### config.mk
export PLATFORM = sky130hd
export DESIGN_NAME = coefficient_loader
export DESIGN_NICKNAME = d
export VERILOG_FILES = /design/src/rtl/coefficient_loader.sv
export SDC_FILE = /design/constraint.sdc
export NUM_CORES = 1
export LEC_CHECK = 0
export CORE_AREA = 2 2 39 41
export DETAILED_ROUTE_END_ITERATION = 10
export DIE_AREA = 0 0 41 43
export PLACE_DENSITY = 0.51
export SKIP_LAST_GASP = 1
export SLEW_MARGIN = 15
export SYNTH_ARGS = -nofsm -noshare
export SYNTH_HDL_FRONTEND = slang
export SYNTH_SLANG_ARGS = --single-unit
### constraint.sdc
create_clock -name clk -period 1.2 [get_ports clk]
set_clock_uncertainty 0.15 [all_clocks]
set_input_delay 0.12 -clock clk [delete_from_list [all_inputs] [get_ports clk]]
set_output_delay 0.12 -clock clk [all_outputs]
set_load 0.05 [all_outputs]
### src/rtl/coefficient_loader.sv
// Steps coefficient_num through each FIR coefficient and pulses load_coeff / clear_coeff.
// Optional: define COEFF_LOADER_ABORT_EN to abandon a set when new_coefficient_set drops mid-load.
module coefficient_loader #(
  parameter int unsigned NUM_COEFFS = 4
) (
  input  logic       clk,
  input  logic       n_rst,
  input  logic       new_coefficient_set,
  input  logic       modwait,
  output logic       load_coeff,
  output logic [1:0] coefficient_num,
  output logic       clear_coeff
);

  localparam logic [1:0] LAST_IDX = 2'(NUM_COEFFS - 1);

  typedef enum logic [3:0] {
    IDLE,
    LOAD0, SETTLE0, WAIT0,
    LOAD1, SETTLE1, WAIT1,
    LOAD2, SETTLE2, WAIT2,
    LOAD3, SETTLE3, WAIT3,
    DONE,
    RELEASE
  } state_t;

  state_t state;
  state_t state_n;
  logic   in_hold;

  always_ff @(posedge clk or negedge n_rst) begin
    if (!n_rst) state <= IDLE;
    else        state <= state_n;
  end

  always_comb begin
    state_n = state;
    in_hold = 1'b0;
    case (state)
      IDLE:    if (new_coefficient_set && !modwait) state_n = LOAD0;
      LOAD0:   state_n = SETTLE0;
      LOAD1:   state_n = SETTLE1;
      LOAD2:   state_n = SETTLE2;
      LOAD3:   state_n = SETTLE3;
      SETTLE0: begin state_n = WAIT0; in_hold = 1'b1; end
      SETTLE1: begin state_n = WAIT1; in_hold = 1'b1; end
      SETTLE2: begin state_n = WAIT2; in_hold = 1'b1; end
      SETTLE3: begin state_n = WAIT3; in_hold = 1'b1; end
      WAIT0: begin
        in_hold = 1'b1;
        if (!modwait) state_n = (coefficient_num == LAST_IDX) ? DONE : LOAD1;
      end
      WAIT1: begin
        in_hold = 1'b1;
        if (!modwait) state_n = (coefficient_num == LAST_IDX) ? DONE : LOAD2;
      end
      WAIT2: begin
        in_hold = 1'b1;
        if (!modwait) state_n = (coefficient_num == LAST_IDX) ? DONE : LOAD3;
      end
      WAIT3: begin
        in_hold = 1'b1;
        if (!modwait) state_n = DONE;
      end
      DONE:    state_n = RELEASE;
      RELEASE: if (!new_coefficient_set) state_n = IDLE;
      default: state_n = IDLE;
    endcase
`ifdef COEFF_LOADER_ABORT_EN
    // Abort overrides the normal step; LOAD states are excluded so a request always completes.
    if (in_hold && !new_coefficient_set) state_n = IDLE;
`endif
  end

  always_comb begin
    load_coeff      = 1'b0;
    clear_coeff     = 1'b0;
    coefficient_num = '0;
    case (state)
      LOAD0:                 load_coeff = 1'b1;
      LOAD1:   begin load_coeff = 1'b1; coefficient_num = 2'd1; end
      LOAD2:   begin load_coeff = 1'b1; coefficient_num = 2'd2; end
      LOAD3:   begin load_coeff = 1'b1; coefficient_num = 2'd3; end
      SETTLE1, WAIT1:        coefficient_num = 2'd1;
      SETTLE2, WAIT2:        coefficient_num = 2'd2;
      SETTLE3, WAIT3:        coefficient_num = 2'd3;
      DONE:                  clear_coeff = 1'b1;
      default:               coefficient_num = '0;
    endcase
  end

endmodule

# --- Word-level counts from Yosys, hierarchy flattened ---
# Cells that the tools add are included.
word_totals:
  input_bits: 4
  word_cells: 43
  regBits: 4
  out_inout_bits: 4
op_classes:
  reduce_logical: 8
  n_eq_ne: 21
  n_mux: 13
op_table:
  columns: ["cell", "n"]
  rows:
  - ["4-bit case mux with 15 select lines", 1]
  - ["4-bit two-way mux", 8]
  - ["4-bit == test (second input constant)", 7]
  - ["4-bit by 3-bit == test with 1-bit output (second input constant)", 4]
  - ["2-bit inequality test (second input constant)", 6]
  - ["3-bit OR reduction", 3]
  - ["4-bit by 2-bit == test with 1-bit output (second input constant)", 2]
  - ["2-bit case mux with 3 select lines", 1]
  - ["6-bit AND reduction", 1]
  - ["4-bit by 1-bit == test with 1-bit output (second input constant)", 1]
  - ["4-bit zero test", 1]
  - ["4-bit OR reduction", 1]
  - ["3-bit two-way mux", 1]
  - ["2-bit == test (second input constant)", 1]
  - ["1-bit two-way mux", 2]
  - ["1-bit logical AND", 1]
  - ["1-bit zero test", 1]

# --- Depth between registers and ports, before layout ---
# Gate-level depths: netlist (run 1).
depth:
  word_depth: 7
  depth_mapped: 5
  mapped_depth_nobuf: 4

# --- Worst setup path after synthesis (run 1) ---
# Ideal clock, no wire load.
synth_path:
  kind: "flip-flop to output port"
  startpoint: "reg state[2]"
  endpoint: "out load_coeff"
  n_path_buf: 1
  arrival_time_ps: 1565
  path_slack_ps: -635
  stages_incl_launch_ff: 5
  required_ps: 930
  path_cell_list: "dfrtp_1 -> buf_4 -> and2b_1 -> nand2_1 -> o22ai_1"
synth_via:
  elab_chain_cells: 3
  word_cells_on_any_way: 6
  classes_between: "eq/ne: 4; mux: 1; reduce/logical: 1"
synth_rtl:
  columns: ["element", "line_no", "rtl"]
  rows:
  - ["start, declared", "27", "state_t state;"]
  - ["start signal, assigned", "33", "else state <= state_n;"]
  - ["4-bit == test (tied with other cells)", "79", "case (state)"]
  - ["4-bit OR reduction (no source line) *", null, null]
  - ["1-bit two-way mux *", "79", null]
  - ["end, declared", "10", "output logic load_coeff,"]
# Mark *: on every way between the ends. The rest lies on a longest branch, timed or not.

# --- Final worst setup path (run 1) ---
layout_path:
  startpoint: "reg state[1]"
  endpoint: "out clear_coeff"
layout_via:
  elab_chain_cells: 2
layout_rtl:
  columns: ["element", "line_no", "rtl"]
  rows:
  - ["4-bit == test", "79", null]
  - ["1-bit two-way mux", "79", null]
  - ["end, declared", "12", "output logic clear_coeff"]
# Every way passes these cells.

==> results by group, run 1 <==
Route
  – Met3 Wirelength: between 20 and 30 µm
  – Starting DRT DRC Count: 8
  – Detail Route Antenna Nets: 0
  – Top Layer Used: met4
  – Via-per-instance ratio: between 4 and 5
  – Iteration count of the initial detailed-routing pass: 2
  – Total number of vias: around 430
  – M1 WL: 447 µm
  – Routed wire length: between 1000 and 1500 µm
  – WL/cell: between 10 and 15 µm
  – Met2 Wirelength: roughly 570 µm
  – DRC errors left: 0

Final layout
  – Largest register by flop count: state
  – Footprint of the multi-input gates: 297 µm²
  – Layout fillers: between 100 and 150
  – Nets: 76
  – ANT cells: 0
  – Reg area: around 100 µm²
  – Largest registers: state: 4 flops
  – Share of cells above drive strength 1: 0.620
  – Area Overhead vs Synth: 105%
  – Number of flip-flops under the largest register name: 4

Power
  – PwrDens: ~3500 nW/µm²
  – Total Power: about 2.5 mW
  – Maximum vdd drop: between 1.5 and 2 mV
  – Leak pwr: slightly above 0.3 nW

Die
  – Full die area: about 1800 µm²
  – Die width: 41 µm
  – Initial Utilization: 0.256
  – Row count: 14
  – CORE AREA: between 1000 and 1500 µm²
  – I/O pins: 8
  – Die Span Y: 43 µm

STA
  – Worst hold margin: 0.468 ns
  – Worst setup margin: -0.371 ns
  – RSZ-0062 raised after global routing: yes
  – Tcrit/Tclk final: 1.31
  – Post-route setup TNS: -1.85 ns
  – Min cycle time layout: ~1.6 ns
  – Final Hold Fails: 0
  – Worst-Margin Slew: about 0.27 ns
  – Final Slew Violations: 0
  – Worst rel slew slack: 0.821
  – Final setup violating endpoints: 7
  – Max Clk Rate: roughly 640 MHz

Place
  – Dpl hpwl: ~680 µm
  – Placer Congestion: 0.721
  – # port buffers: 7

Hold path
  – Hold Crit Depth: 2
  – Hold Path Class: register to register

Synth
  – Synthesized area: approximately 350 µm²
  – Seq/Total Area, Yosys: 0.283
  – Synth Net Count: 50
  – Cell count after synthesis: between 40 and 50
  – Warnings from Yosys: 0
  – Yosys top cell area share: 0.283
  – Top cells by area, synth: dfrtp_1, a21oi_1, a2111oi_4
  – Syn_area_per_cell: just under 8 µm²
  – Top cell type by total area after synthesis: dfrtp_1
  – Post-synth cell types: 21
  – Synthesized flop and latch total: 4

Setup path
  – CP max-delay cell: dfrtp_2
  – Crit path capture type: output pin
  – CP Cell Sequence: buf_4, and4b_2, buf_12
  – Critical setup path kind: register to output pin
  – CP Launch Type: register
  – Crit path largest cell delay: about 0.42 ns
  – CP max FO: 10
  – R2R Setup Slk: -0.23 ns
  – Worst Setup EP: clear_coeff
  – Req. time, crit path: between 0.9 and 1 ns
  – Setup crit start: state[1]
  – Arrival @ worst endpoint: ~1.3 ns
  – FF-to-FF path depth: 6
  – Worst r2r src: state[0]
  – Crit Reg-Reg Endpoint: state[0]

Clock network
  – TritonCTS Sinks: 4
  – CTS Buffer Depth: 2
  – Root Driver: clkbuf_4
  – CTS buffer count: 3
  – TritonCTS clock tree: yes
  – Clk slew on worst S/H paths: about 0.040 ns
  – H-tree depth: 1
  – Worst-skew pair later-pin latency: roughly 0.24 ns

Global route
  – First-pass GRT wire length: around 1700 µm
  – Antenna violations before repair: 0
  – Pin count of the biggest net entering global routing: 11
  – Gr ovfl total: 0
  – Vias in the first global route: approximately 430
  – All-Layer GR Usage: 0.144

Flow run
  – Max Cap Viol: 0

Outcome
  – Run status: finished with violations
  – Failing checks: setup timing
[placed cells by master, fill, tap and decap left out, types with 2 or more instances in the layout]
| cell | instances |
|---|---|
| buf_6 | 6 |
| clkbuf_4 | 3 |
| inv_1 | 2 |
| buf_4 | 11 |
| a31oi_1 | 2 |
| a21oi_2 | 3 |
| clkdlybuf4s50_1 | 3 |
| a21oi_1 | 3 |
| o21ai_1 | 3 |
| nand3_2 | 2 |
| buf_12 | 4 |
| dfrtp_2 | 2 |
| nand2_1 | 4 |
| nand2b_1 | 2 |
| o21ai_2 | 2 |
| dfrtp_1 | 2 |
| nand2_2 | 2 |
[critical path, delay by kind of cell (launching register included)]
family                 cells  cell delay (ns)
AND/OR/NAND/NOR            1             0.32
flip-flops                 1             0.42
buffers and inverters      2             0.32
[repair_timing]
item                                    CTS  global route
endpoints found under the setup margin    8             8
hold endpoints to repair                  4             0
resized for setup                         9            10
buffers inserted                          4             4
hold buffers                              1             0
pin swaps                                 9             5
[per-stage QoR]
stage / cells / setup WS [ns] / area (µm²) / util
3_3_place_gp: 76 / -0.190 / 582 / 0.420
2_1_floorplan: 46 / -0.256 / 414 / -
3_5_place_dp: 76 / -0.219 / 582 / 0.420
6_report: 87 / -0.371 / 727 / 0.525
4_1_cts: 84 / -0.381 / 671 / 0.485
5_1_grt: 87 / -0.422 / 727 / 0.525
[cell usage after synthesis, drive strengths merged]
cell,instances
a2111oi,1
a21oi,6
a31oi,2
and2b,1
and4b,1
buf,4
dfrtp,4
inv,3
maj3,1
nand2,7
nand2b,3
nand3,2
nand4b,1
nor2,1
o211ai,1
o21ai,6
o22ai,1
xnor2,1
[routing by layer]
metal / up-vias / global-route usage
li1: 214 / -
met1: 203 / 0.185
met2: 7 / 0.203
met3: 2 / 0.0157
met4: 0 / 0.120
met5: - / 0
[where the power goes]
part	switching [mW]	internal (mW)	leakage [nW]	total [mW]
sequential	0.0746	0.213	0.0465	0.287
combinational	1.02	1.06	0.245	2.08
clock	0.0562	0.125	0.0150	0.181
[cell families (layout without fill, tap and decap cells)]
family                     after synthesis  count (layout)  synth area share
xor gates and xnor gates                 1               1            0.0247
AOI/OAI and AO/OA                       17              17             0.322
and+or+nand+nor                         16              16             0.240
adders and majority gates                1               1            0.0283
buffers and inverters                    7              32             0.102
DFF                                      4               4             0.283
[worst min-delay path by stage]
stage	from	to	slack [ns]
detailed placement	n_rst	state[2]	0.19
CTS	n_rst	state[1]	0.48
global placement	n_rst	state[2]	0.19
global route	n_rst	state[1]	0.50
finish	state[3]	state[0]	0.47
floorplan	n_rst	state[0]	-0.33
[area by class of cell]
type | instances | area share
multi-input combinational | 35 | 0.408
timing repair buffer | 25 | 0.372
sequential | 4 | 0.141
clock buffer | 4 | 0.0361
tap | 16 | 0.0275
inverter | 3 | 0.0155
(Power assumes the default switching activity.)
==> run 2: changes to the inputs <==
--- a/config.mk
+++ b/config.mk
@@ -8,9 +8,10 @@
 export CORE_AREA = 2 2 39 41
 export DETAILED_ROUTE_END_ITERATION = 10
 export DIE_AREA = 0 0 41 43
-export PLACE_DENSITY = 0.51
+export PLACE_DENSITY = 0.5
 export SKIP_LAST_GASP = 1
 export SLEW_MARGIN = 15
 export SYNTH_ARGS = -nofsm -noshare
 export SYNTH_HDL_FRONTEND = slang
 export SYNTH_SLANG_ARGS = --single-unit
+export TNS_END_PERCENT = 100
==> constraint.sdc (replaced) <==
create_clock -name clk -period 2 [get_ports clk]
set_clock_uncertainty 0.15 [all_clocks]
set_input_delay 0.2 -clock clk [delete_from_list [all_inputs] [get_ports clk]]
set_output_delay 0.2 -clock clk [all_outputs]
set_load 0.05 [all_outputs]
==> results by group, run 2 (synthesis gave the netlist of run 1 again) <==
Die
  – Full die area: 1760 µm² (unchanged)
  – Row count: 14 (unchanged)
  – Die width: 41 µm (unchanged)
  – Die Span Y: 43 µm (unchanged)
  – CORE AREA: 1380 µm² (unchanged)
  – Initial Utilization: 0.256 (unchanged)
  – I/O pins: 8 (unchanged)

Final layout
  – Share of cells above drive strength 1: 0.204 (-0.416)
  – Largest register by flop count: state
  – ANT cells: 0 (unchanged)
  – Largest registers: state: 4 flops
  – Nets: 60 (-21%)
  – Most frequent cells in the layout: nand2_1, a21oi_1, buf_12, dfrtp_1
  – Number of flip-flops under the largest register name: 4 (unchanged)
  – Area Overhead vs Synth: 40.3%
  – Commonest non-fill, non-tap cell in the layout: nand2_1
  – Layout fillers: 145 (+11%)
  – Footprint of the multi-input gates: 218 µm² (-27%)
  – Reg area: 100 µm² (-2.4%)

Global route
  – Gr ovfl total: 0 (unchanged)
  – Antenna violations before repair: 0 (unchanged)
  – Grt met2 use: 0.141 (-0.0625)
  – All-Layer GR Usage: 0.127 (-0.0171)
  – Met3 usage: 0.0628 (+0.0471)
  – First-pass GRT wire length: 1400 µm (-16%)
  – Pin count of the biggest net entering global routing: 12 (+1)
  – Vias in the first global route: 317 (-26%)
  – Routing usage on met1: 0.175 (-0.00974)
  – Grt peak-use layer: met1

Outcome
  – Run status: finished clean

Hold path
  – Hold Path Class: input pin to async pin

Place
  – Placer Congestion: 0.727 (+0.82%)
  – Dpl hpwl: 521 µm (-23%)
  – # port buffers: 7 (unchanged)

Clock network
  – CTS Hold Bufs: 0 (-1)
  – CTS Buffer Depth: 2 (unchanged)
  – TritonCTS clock tree: yes
  – Worst-skew pair later-pin latency: 0.24 ns (about the same)
  – TritonCTS Sinks: 4 (unchanged)
  – Post-CTS setup buffers: 0 (-4)
  – CTS buffer count: 3 (unchanged)
  – Clk slew on worst S/H paths: 0.04 ns (about the same)
  – Root Driver: clkbuf_4
  – H-tree depth: 1 (unchanged)
  – Number of gates resized after cts: 0 (-9)

Setup path
  – R2R Setup Slk: 0.67 ns (+0.90 ns)
  – Req. time, crit path: 1.65 ns (+0.72 ns)
  – Crit Reg-Reg Endpoint: state[0]
  – Critical setup path kind: register to output pin
  – CP Cell Sequence: maj3_1, o21ai_1, buf_12
  – CP Launch Type: register
  – Crit path largest cell delay: 0.48 ns (+0.06 ns)
  – CP max FO: 11 (+1)
  – Setup crit start: state[3]
  – Arrival @ worst endpoint: 1.51 ns (+0.21 ns)
  – FF-to-FF path depth: 4 (-2)
  – Worst r2r src: state[2]
  – CP max-delay cell: dfrtp_1
  – Crit path capture type: output pin

Route
  – Detail Route Antenna Nets: 0 (unchanged)
  – DRC errors left: 0 (unchanged)
  – Total number of vias: 347 (-19%)
  – Routed wire length: 772 µm (-27%)
  – Starting DRT DRC Count: 16 (+8)
  – Via-per-instance ratio: 4.96 (+1.2%)
  – Iteration count of the initial detailed-routing pass: 3 (+1)
  – WL/cell: 11.0 µm (-9.6%)

STA
  – Min cycle time layout: around 1.9 ns
  – Tcrit/Tclk final: 0.932
  – Worst rel slew slack: 0.773 (-0.0477)
  – Final setup violating endpoints: 0 (-7)
  – RSZ-0062 raised after global routing: no
  – Worst-Margin Slew: 0.341 ns (+0.0724 ns)
  – Final Hold Fails: 0 (unchanged)
  – Final Slew Violations: 0 (unchanged)
  – Post-route setup TNS: 0 ns (+1.85 ns)
  – Max Clk Rate: around 540 MHz

Flow run
  – Max Cap Viol: 0 (unchanged)
-- run 2: cell count changes in the layout (fill, tap and decap cells not counted), moves of 2 or more --
cell and delta:
buf_4 -9, buf_6 -6, a21oi_1 +3, a21oi_2 -3
nand2_1 +3, o21ai_0 +3, dfrtp_1 +2, dfrtp_2 -2
nand2_2 -2, nand3_1 +2, nand3_2 -2, o21ai_2 -2
-- run 2: area by class of cell --
type	instances	area share
repair buffers	9	0.252
flip-flops and latches	4	0.202
multi-input cells	35	0.438
well taps	16	0.0403
inverters	3	0.0227
clock buffers	3	0.0453
-- run 2: critical path, delay by kind of cell, from the launching register on --
kind                       cells  cell delay, ns
DFF                            1            0.48
adders and majority gates      1            0.40
AOI/OAI and AO/OA              1            0.22
buffers and inverters          1            0.17
-- run 2: worst max path at each step --
stage,to,slack [ns],depth (start not counted)
4_1_cts,coefficient_num[0],0.12,3
5_1_grt,load_coeff,0.02,5
2_1_floorplan,load_coeff,0.08,4
6_report,coefficient_num[0],0.14,3
3_3_place_gp,coefficient_num[0],0.38,3
3_5_place_dp,coefficient_num[0],0.38,3
-- run 2: per-stage QoR --
stage / setup WS (ns) / instance area [µm²] / hold slack, ns / util / std cells
4_1_cts: 0.123 / 497 / 0.00461 / 0.359 / 70
3_5_place_dp: 0.383 / 474 / 0.262 / 0.343 / 67
3_3_place_gp: 0.375 / 474 / 0.263 / 0.343 / 67
6_report: 0.135 / 497 / 0.00636 / 0.359 / 70
2_1_floorplan: 0.0848 / 354 / -0.246 / - / 46
5_1_grt: 0.0178 / 497 / 0.0104 / 0.359 / 70
-- run 2: per-layer routing --
metal / up-vias / routed length, µm / part of all wire
met4: 0 / 16 / 0.021
met3: 3 / 43 / 0.056
met1: 152 / 367 / 0.48
li1: 181 / - / -
met5: - / 0 / 0
met2: 11 / 344 / 0.45
Power of run 2 is not shown: default switching activity piles up to over one toggle a cycle in this logic, so the estimate is an artifact.
==> run 3: changes to the inputs <==
==> constraint.sdc (replaced) <==
create_clock -name clk -period 1.76 [get_ports clk]
set_clock_uncertainty 0.15 [all_clocks]
set_input_delay 0.176 -clock clk [delete_from_list [all_inputs] [get_ports clk]]
set_output_delay 0.176 -clock clk [all_outputs]
set_load 0.05 [all_outputs]
==> results by group, run 3 (synthesis gave the netlist of run 1 again) <==
Place
  – Placer Congestion: 0.704 (-3.1%)
  – Dpl hpwl: 556 µm (+6.7%)
  – Worst slack, placed: 0.239 ns (-0.144 ns)
  – Placed cell areas: 489 µm² (+3.2%)
  – # port buffers: 7 (unchanged)

Final layout
  – Commonest non-fill, non-tap cell in the layout: nand2_1
  – Final Core Density: 0.384 (+0.0253)
  – Number of flip-flops under the largest register name: 4 (unchanged)
  – Share of cells above drive strength 1: 0.263 (+0.0595)
  – Most frequent cells in the layout: nand2_1, a21oi_1, buf_12, buf_4, dfrtp_1
  – Largest register by flop count: state
  – Layout fillers: 139 (-4.1%)
  – Area Overhead vs Synth: 50.2%
  – ANT cells: 0 (unchanged)
  – Post-route cell area: 532 µm² (+7.1%)
  – Largest registers: state: 4 flops
  – Nets: 63 (+5.0%)

Route
  – Iteration count of the initial detailed-routing pass: 4 (+1)
  – Met3 Wirelength: 33 µm (-23%)
  – DRC errors left: 0 (unchanged)
  – Routed wire length: 798 µm (+3.4%)
  – Starting DRT DRC Count: 3 (-13)
  – Top Layer Used: met4
  – M1 WL: 392 µm (+6.8%)
  – WL/cell: 10.9 µm (-0.88%)
  – Total number of vias: 352 (+1.4%)
  – Met2 Wirelength: 359 µm (+4.4%)
  – Detail Route Antenna Nets: 0 (unchanged)
  – Via-per-instance ratio: 4.82 (-2.7%)

Setup path
  – Crit Reg-Reg Endpoint: state[0]
  – CP Launch Type: register
  – R2R Setup Slk: 0.45 ns (-0.22 ns)
  – CP max FO: 4 (-7)
  – Worst r2r src: state[2]
  – Critical setup path kind: register to output pin
  – Arrival @ worst endpoint: 1.35 ns (-0.16 ns)
  – Req. time, crit path: 1.43 ns (-0.22 ns)
  – Crit path capture type: output pin
  – FF-to-FF path depth: 5 (+1)

STA
  – Final Hold Fails: 0 (unchanged)
  – Final setup violating endpoints: 0 (unchanged)
  – Tcrit/Tclk final: 0.952
  – Min cycle time layout: 1.68 ns
  – Worst rel slew slack: 0.813 (+0.0400)
  – Post-route setup TNS: 0 ns (unchanged)
  – Final Slew Violations: 0 (unchanged)
  – Worst-Margin Slew: 0.280 ns (-0.0609 ns)
  – Worst setup margin: 0.0846 ns (-0.0504 ns)
  – Max Clk Rate: 597 MHz

Flow run
  – Max Cap Viol: 0 (unchanged)

Die
  – Row count: 14 (unchanged)
  – Full die area: 1760 µm² (unchanged)
  – I/O pins: 8 (unchanged)
  – CORE AREA: 1380 µm² (unchanged)
  – Initial Utilization: 0.256 (unchanged)
  – Die Span Y: 43 µm (unchanged)
  – Die width: 41 µm (unchanged)

Clock network
  – Worst-skew pair later-pin latency: 0.24 ns (about the same)
  – CTS Buffer Depth: 2 (unchanged)
  – CTS buffer count: 3 (unchanged)
  – Clk slew on worst S/H paths: 0.04 ns (about the same)
  – TritonCTS clock tree: yes
  – Post-CTS setup buffers: 0 (unchanged)
  – TritonCTS Sinks: 4 (unchanged)
  – Root Driver: clkbuf_4
  – H-tree depth: 1 (unchanged)

Global route
  – Gr ovfl total: 0 (unchanged)
  – First-pass GRT wire length: 1410 µm (+0.50%)
  – Vias in the first global route: 339 (+6.9%)
  – All-Layer GR Usage: 0.124 (-0.00302)
  – Pin count of the biggest net entering global routing: 16 (+4)
  – Antenna violations before repair: 0 (unchanged)

Hold path
  – Hold Crit Depth: 2
  – Hold Path Class: register to register
  – Min-delay src: state[3]
  – Hold path endpoint: state[0]

Outcome
  – Run status: finished clean
==> run 3: through the flow <==
| stage | cells | hold WS, ns |
|---|---|---|
| 3_3_place_gp | 69 | 0.235 |
| 6_report | 73 | 0.507 |
| 5_1_grt | 73 | 0.528 |
| 4_1_cts | 73 | 0.515 |
| 2_1_floorplan | 46 | -0.270 |
| 3_5_place_dp | 69 | 0.239 |
==> run 3: area by class of cell <==
cell class                      instances  area [µm²]  area share
Timing Repair Buffer                   12         150       0.282
Tap cell                               16        20.0      0.0376
Multi-Input combinational cell         35         228       0.428
Inverter                                3        11.3      0.0212
Sequential cell                         4         100       0.188
Clock buffer                            3        22.5      0.0424
==> run 3: critical path: stages (launching register included) <==
cell,delay (ns)
dfrtp_1,0.41
and2b_1,0.25
nand2_1,0.10
o22ai_2,0.20
buf_12,0.16
==> run 3: repair_timing <==
action                                 CTS  global route
hold buffers                             1             0
setup endpoints to repair                0             2
endpoints found under the hold margin    4             0
resized for setup                        0             2
==> run 3: how the worst max path moves through the flow <==
stage | start | end | slack (ns) | cells past startpoint
4_1_cts | state[1] | coefficient_num[0] | 0.03 | 3
3_5_place_dp | modwait | state[0] | 0.24 | 5
6_report | state[2] | load_coeff | 0.08 | 4
3_3_place_gp | modwait | state[0] | 0.25 | 5
2_1_floorplan | state[2] | load_coeff | -0.13 | 4
5_1_grt | state[1] | load_coeff | -0.01 | 5
==> run 3: layer usage <==
metal | global-route usage | vias up
met5 | 0 | -
met4 | 0.0600 | 0
met3 | 0.0785 | 2
met2 | 0.147 | 12
met1 | 0.169 | 153
li1 | - | 185
Power of run 3 is left out for the same reason.
